<file path="src/rtl/uart_txs.sv">
// Multi-byte 8N1 UART transmitter: sends MulTXNum bytes of idats, byte 0 first, LSB first.
// One cycle from accepted start to the start bit; bytes are sent with no idle gap between them.
module uart_txs #(
   parameter int MulTXNum = 3,
   parameter int CLKFreq  = 50000000,
   parameter int UARTBaud = 115200
) (
   input  logic                    sys_clk,
   input  logic                    rst_n,
   input  logic                    uart_txs_start,
   input  logic [MulTXNum*8-1:0]   idats,
   output logic                    uart_txs_busy,
   output logic                    uart_txs_done,
   output logic                    uarttx
);

   localparam int BP = CLKFreq / UARTBaud;
   localparam int CW = (BP > 1) ? $clog2(BP) : 1;
   localparam int NW = (MulTXNum > 1) ? $clog2(MulTXNum) : 1;
   localparam logic [CW-1:0] BP_LAST   = CW'(BP - 1);
   localparam logic [NW-1:0] BYTE_LAST = NW'(MulTXNum - 1);

   typedef enum logic [1:0] {IDLE, START, DATA, STOP} state_t;

   state_t                  state;
   state_t                  state_nxt;
   logic [CW-1:0]           tick_cnt;
   logic [2:0]              bit_idx;
   logic [NW-1:0]           byte_idx;
   logic [MulTXNum*8-1:0]   shreg;
   logic                    bit_end;
   logic                    last_byte;

   assign bit_end   = (tick_cnt == BP_LAST);
   assign last_byte = (byte_idx == BYTE_LAST);

   always_comb begin
      state_nxt     = state;
      uart_txs_busy = 1'b0;
      uart_txs_done = 1'b0;
      case (state)
         IDLE: begin
            if (uart_txs_start) state_nxt = START;
         end
         START: begin
            uart_txs_busy = 1'b1;
            if (bit_end) state_nxt = DATA;
         end
         DATA: begin
            uart_txs_busy = 1'b1;
            if (bit_end && bit_idx == 3'd7) state_nxt = STOP;
         end
         STOP: begin
            uart_txs_busy = 1'b1;
            if (bit_end) begin
               if (last_byte) begin
                  state_nxt     = IDLE;
                  uart_txs_done = 1'b1;
               end else begin
                  state_nxt = START;
               end
            end
         end
         default: state_nxt = IDLE;
      endcase
   end

   always_ff @(posedge sys_clk) begin
      if (!rst_n) begin
         state    <= IDLE;
         tick_cnt <= '0;
         bit_idx  <= '0;
         byte_idx <= '0;
         shreg    <= '0;
         uarttx   <= 1'b1;
      end else begin
         state <= state_nxt;
         case (state)
            IDLE: begin
               tick_cnt <= '0;
               bit_idx  <= '0;
               byte_idx <= '0;
               if (uart_txs_start) begin
                  shreg  <= idats;
                  uarttx <= 1'b0;
               end
            end
            START: begin
               if (bit_end) begin
                  tick_cnt <= '0;
                  uarttx   <= shreg[0];
               end else begin
                  tick_cnt <= tick_cnt + CW'(1);
               end
            end
            DATA: begin
               // Shifting one bit per data bit leaves the next byte in the low lane after eight.
               if (bit_end) begin
                  tick_cnt <= '0;
                  shreg    <= shreg >> 1;
                  if (bit_idx == 3'd7) begin
                     bit_idx <= '0;
                     uarttx  <= 1'b1;
                  end else begin
                     bit_idx <= bit_idx + 3'd1;
                     uarttx  <= shreg[1];
                  end
               end else begin
                  tick_cnt <= tick_cnt + CW'(1);
               end
            end
            STOP: begin
               if (bit_end) begin
                  tick_cnt <= '0;
                  if (last_byte) begin
                     byte_idx <= '0;
                     uarttx   <= 1'b1;
                  end else begin
                     byte_idx <= byte_idx + NW'(1);
                     uarttx   <= 1'b0;
                  end
               end else begin
                  tick_cnt <= tick_cnt + CW'(1);
               end
            end
            default: begin
               tick_cnt <= '0;
               uarttx   <= 1'b1;
            end
         endcase
      end
   end

endmodule

</file>
<file path="config.mk">
export PLATFORM = sky130hd
export DESIGN_NAME = uart_txs
export DESIGN_NICKNAME = d
export VERILOG_FILES = /design/src/rtl/uart_txs.sv
export SDC_FILE = /design/constraint.sdc
export NUM_CORES = 1
export LEC_CHECK = 0
export ABC_CLOCK_PERIOD_IN_PS = 1800
export CORE_MARGIN = 8
export CORE_UTILIZATION = 48
export DETAILED_ROUTE_END_ITERATION = 6
export PLACE_DENSITY = 0.72
export SYNTH_ARGS = -nofsm -noshare
export SYNTH_HDL_FRONTEND = slang
export SYNTH_SLANG_ARGS = --single-unit
</file>
<file path="constraint.sdc">
create_clock -name sys_clk -period 1.8 [get_ports sys_clk]
set_input_delay 0.45 -clock sys_clk [delete_from_list [all_inputs] [get_ports sys_clk]]
set_output_delay 0.45 -clock sys_clk [all_outputs]
set_load 0.02 [all_outputs]
</file>
==> results.cfg, run 1 <==
[detailed_routing]
drt_iter0_markers = 226
met1Wirelength_mm = 2.56
dr.pass1.iters = 5
wl_met2_mm = 3.23
route.detailed.drc = 0
final_antenna_net_count = 0
wl_met3_um = 359
routed_wl_mm = 6.28
vias_per_cell = 5.77
drt-wirelength-per-cell_um = 18.4
num_vias = 1974
top_layer = met4

[timing]
finalHoldViolCount = 0
drv_slew = 0
relSlewSlack_pct = 70.8
fin_crit_sh_pct = 106
setup_slack_ps = -111
worst_pin_slew_ps = 436
rsz0062_at_grt = true
fin_worst_skew_ps = 11.4
finalSetupViolations = 16
period_needed_ps = 1910
clock.fmax_mhz = 523
setup-tns-final_ps = -743

[synthesis]
synthFlopType = dfxtp_1
synth_top_family_by_area = simple AND/OR/NAND/NOR gates
syn-num-nets = 248
syn_inst = 212
synthXorXnorAreaFrac_pct = 2.25
yosys.area_share.simple_pct = 23.6
seq_area_frac_synth_pct = 42.1
synth-seq-cells = 41
synth_compound_area_share_pct = 22.1
syn-mean-instance-area_um2 = 9.20
synth_mux_area_share_pct = 0
ys.warnings.count = 0
synth-edff-count = 0
yosysUniqueCellTypes = 38
synthArstFlopShare_pct = 0
syn-cell-area_um2 = 1950
synth_fa_ha_area_share_pct = 5.78

[clock_network]
htreeDepth = 2
cts_tree = built
cts_made_buffers = 5
cts_root_buf = clkbuf_8
clock_sinks = 41
postCtsHoldBufs = 0
worst_skew_pair.late_latency_ps = 310
path_clk_slew_ps = 90
cts_buffer_depth = 2

[grt]
grtUsageTotal_pct = 19.0
grt_pass1_wl_mm = 9.55
grt_max_degree = 15
antenna_found_initial = 0
grt_pass1_vias = 1982
grt-ovfl-total = 0

[pwr]
power_density_nw_per_um2 = 1320
peakVddDrop_mv = 0.607
p_leak_nw = 1.19

[run]
cap_violations = 0

[floorplan]
coreArea_um2 = 3940
die_h_um = 79.7
num_rows = 23
die-width_um = 79.7
dieArea_um2 = 6360
initial_core_util_pct = 49.4
ios = 30

[finish]
layout_commonest_cell = nor2_1
nets = 327
drive_above_1_share_pct = 40.1
fin_cells = 342
mostFrequentLayoutCells = nor2_1 (53), buf_4 (43), dfxtp_1 (37)
areaGrowthSynthToFinish_pct = 59.7
fillCellCount = 237
antennaDiodeCount = 0

[worst_setup_path]
max_stage_delay_ps = 590
crit_fanout = 6
cp.required_ps = 2010
cp_slowest_cell = or4_4
arrival_ps = 2120
r2r_cells = 8
cp-end-kind = flip-flop
reg2reg_setup_slack_ps = -110
cp-start-kind = flip-flop
cp.buffers_inverters = 3
crit_chain = inv_2 > ha_4 > nor2b_4 > or4_4 > buf_12 > buf_16 > o221ai_2 > nor2_1
critPathKind = flip-flop to flip-flop
critPathTopFamily = simple AND/OR/NAND/NOR gates
critical_path_cell_count = 8

[place]
gp_congestion = 0.828
dpl.hpwl_mm = 3.30
placed_cells = 311
portBuffers = 29

[outcome]
status = finished with violations
violations = setup timing

[worst_hold_path]
min_path_cells = 2
holdCritPathClass = flip-flop to flip-flop
path summary, 6_finish.rpt:
check                           endpoint                   start
hold reg to reg   shreg[16]$_SDFFE_PN0P_  shreg[16]$_SDFFE_PN0P_
setup reg to reg  shreg[10]$_SDFFE_PN0P_   state[1]$_SDFFE_PN0P_
setup / recovery  shreg[10]$_SDFFE_PN0P_   state[1]$_SDFFE_PN0P_
hold / removal    shreg[16]$_SDFFE_PN0P_  shreg[16]$_SDFFE_PN0P_
timing repair:
item	4_1_cts	5_1_grt
gates cloned	4	0
buffers inserted	15	8
endpoints found under the hold margin	0	0
resized for setup	47	21
pin swaps	26	19
endpoints found under the setup margin	26	35
Yosys cell counts, types with 4 or more instances:
master | instances | share of area (%)
dfxtp_1 | 41 | 42
ha_1 | 9 | 5.8
inv_1 | 6 | 1.2
o221ai_2 | 10 | 7.7
nand2_1 | 6 | 1.2
nand3_1 | 11 | 2.8
o21ai_0 | 6 | 1.5
a21boi_0 | 4 | 1.5
o221ai_1 | 13 | 5.8
clkbuf_1 | 6 | 1.2
nor2_1 | 55 | 11
cells by family after synthesis:
| kind of cell | Yosys count |
|---|---|
| DFF | 41 |
| buffers and inverters | 17 |
| and+or+nand+nor | 94 |
| AOI/OAI and AO/OA | 46 |
| xor gates and xnor gates | 5 |
| adders and majority gates | 9 |
stage by stage:
| stage | utilization, % | setup slack, ps | area (um^2) | hold WS, ps | power [mW] |
|---|---|---|---|---|---|
| final | 79.0 | -111 | 3110 | 507 | 4.11 |
| after global routing | 79.0 | -146 | 3110 | 526 | 4.32 |
| after CTS | 76.1 | -49.9 | 3000 | 497 | 3.70 |
| after detailed placement | 64.0 | -450 | 2520 | 465 | 2.70 |
| after global placement | 64.0 | -436 | 2520 | 454 | 2.69 |
| after floorplan | - | 18.5 | 1970 | 429 | 2.13 |
sequential cells by signal (all words and copies together), names as in the netlist:
name	count
shreg	24
byte_idx	2
uarttx	1
bit_idx	3
state	2
tick_cnt	9
metal layers:
| layer | global-route usage [%] | up-vias |
|---|---|---|
| li1 | - | 938 |
| met1 | 21.9 | 938 |
| met2 | 32.4 | 82 |
| met3 | 5.41 | 16 |
| met4 | 6.67 | 0 |
| met5 | 0 | - |
report_power, final:
| part | internal, mW | switching, mW | leakage (nW) | total (mW) |
|---|---|---|---|---|
| Clock | 0.311 | 0.347 | 0.0512 | 0.659 |
| Combinational | 0.996 | 1.10 | 0.803 | 2.10 |
| Sequential | 1.15 | 0.202 | 0.338 | 1.36 |
worst register-to-register path: stages (launching register included):
cell	delay [ps]
dfxtp_2	360
inv_2	60
ha_4	160
nor2b_4	130
or4_4	590
buf_12	160
buf_16	130
o221ai_2	160
nor2_1	70
final cells by class:
class                      instances  area, um^2  area share, %
sequential                        41         826           26.5
inverter                           6        28.8          0.924
multi-input combinational        155        1350           43.2
tap                               50        62.6           2.01
timing repair buffer              82         754           24.2
clock buffer                       6        82.6           2.65
clock inverter                     2        13.8          0.442
Power figures use the tool's default switching activity.
==> run 2: changes to the inputs <==
Settings changed: CORE_MARGIN 8 to 5, SLEW_MARGIN from default to 15.
==> run 2 against run 1 <==
Effect of this change:
- critical endpoint is now shreg[6]$_SDFFE_PN0P_
- critical path depth shrank 2
- the flow still finishes with violations (setup timing)
- final area shrank 6.5%
- worst hold slack lost 34 ps
- highest routed layer unchanged
==> results.cfg, run 2 (synthesized netlist as in run 1, its figures left out) <==
[outcome]
status = finished with violations
violations = setup timing

[floorplan]
num_rows = 23
coreArea_um2 = 3970
die-width_um = 73.7
initial_core_util_pct = 49.1
die_h_um = 73.7
dieArea_um2 = 5440
ios = 30

[grt]
grt-ovfl-total = 0
antenna_found_initial = 0
grtUsageTotal_pct = 17.0
grt_pass1_wl_mm = 7.22
grt_max_degree = 25
grt_pass1_vias = 1623

[finish]
largest_register_ffs = 24
mostFrequentLayoutCells = nor2_1 (55), dfxtp_1 (35), buf_4 (32)
antennaDiodeCount = 0
final_area_um2 = 2910
areaGrowthSynthToFinish_pct = 49.4
top_regs = shreg: 24 flops, tick_cnt: 9 flops, bit_idx: 3 flops
drive_above_1_share_pct = 33.7
layout_commonest_cell = nor2_1
fin_cells = 326
nets = 311
largest_register = shreg

[worst_setup_path]
cp-end-kind = flip-flop
critPathKind = primary input to flip-flop
arrival_ps = 2020
cp-start-kind = primary input
cp.required_ps = 1980
crit_fanout = 8

[timing]
relSlewSlack_pct = 72.5
period_needed_ps = 1840
drv_slew = 0
setup_slack_ps = -43.7
clock.fmax_mhz = 542
worst_pin_slew_ps = 411
finalSetupViolations = 8
hold_ws_ps = 473
rsz0062_at_grt = true
setup-tns-final_ps = -137
fin_worst_skew_ps = 6.22
finalHoldViolCount = 0
fin_crit_sh_pct = 102

[clock_network]
cts_made_buffers = 5
path_clk_slew_ps = 80
cts_root_buf = clkbuf_8
cts_buffer_depth = 2
worst_skew_pair.late_latency_ps = 290
cts_tree = built
htreeDepth = 2
clock_sinks = 41

[detailed_routing]
num_vias = 1808
drt_iter0_markers = 91
dr.pass1.iters = 4
route.detailed.drc = 0
final_antenna_net_count = 0
routed_wl_mm = 4.92
vias_per_cell = 5.55
drt-wirelength-per-cell_um = 15.1

[pwr]
power_density_nw_per_um2 = 1300
p_leak_nw = 1.10
netSwitchingFraction_pct = 36.7
pwr-share-clk_pct = 20.9
p_int_mw = 2.39
p_seq_share_pct = 35.6
power.switching_mw = 1.39
power_mw = 3.77
peakVddDrop_mv = 0.594
comb_power_share_pct = 43.5

[place]
gp_congestion = 0.840
dpl.hpwl_mm = 3.23
placed_cells = 315
portBuffers = 29
post_dp_cell_area_um2 = 2560

[worst_hold_path]
holdCritPathClass = flip-flop to flip-flop

[run]
cap_violations = 0
run 2: changes by cell type in the layout (fill, tap and decap cells not counted), moves of 2 or more:
| cell | previous run | this run |
|---|---|---|
| buf_4 | 43 | 32 |
| buf_6 | 8 | 2 |
| dfxtp_1 | 37 | 35 |
| ha_1 | 4 | 6 |
| nor2_1 | 53 | 55 |
| nor2_2 | 2 | 0 |
run 2: cell type report:
cell class / count / area [um^2]
multi-input combinational: 154 / 1230
clock inverter: 2 / 37.5
sequential: 41 / 831
inverter: 6 / 25.0
clock buffer: 6 / 82.6
tap: 50 / 62.6
fill: 284 / 1060
timing repair buffer: 67 / 638
run 2: metal layers:
metal | global-route usage [%] | wire length [um]
met5 | 0 | 0
met3 | 4.38 | 214
met4 | 4.83 | 80
met2 | 26.3 | 2330
met1 | 23.2 | 2300
run 2: path summary, 6_finish.rpt:
check,end,cells past startpoint,from,slack [ps]
setup / recovery,shreg[6]$_SDFFE_PN0P_,6,uart_txs_start,-40
hold / removal,bit_idx[2]$_SDFFE_PN0P_,2,bit_idx[2]$_SDFFE_PN0P_,470
setup reg to reg,shreg[6]$_SDFFE_PN0P_,6,tick_cnt[3]$_SDFF_PP0_,-20
hold reg to reg,bit_idx[2]$_SDFFE_PN0P_,2,bit_idx[2]$_SDFFE_PN0P_,470
run 2: repair_timing:
action / CTS / global route
cloned: 0 / 1
setup endpoints to repair: 26 / 36
hold buffers: 0 / 0
resized for setup: 18 / 31
pin swaps: 12 / 15
setup buffers: 0 / 2
run 2: worst max-delay path: stages:
cell             delay, ps
clkdlybuf4s50_1        540
nor2b_4                 60
or4_4                  540
buf_12                 180
o221ai_2               180
nor2_1                  80
run 2: per-stage QoR:
stage | setup slack [ps] | utilization (%)
final | -43.7 | 73.3
after global routing | -118 | 73.3
after CTS | -82.0 | 68.5
after detailed placement | -274 | 64.6
after global placement | -250 | 64.6
after floorplan | 18.5 | -
run 2: power by group through the flow:
stage                     clock, mW  sequential, mW  combinational, mW
after detailed placement          0            1.31               1.46
after global placement            0            1.31               1.43
final                         0.787            1.34               1.64
after floorplan                   0            1.31              0.827
after global routing          0.842            1.38               1.82
after CTS                     0.795            1.30               1.48
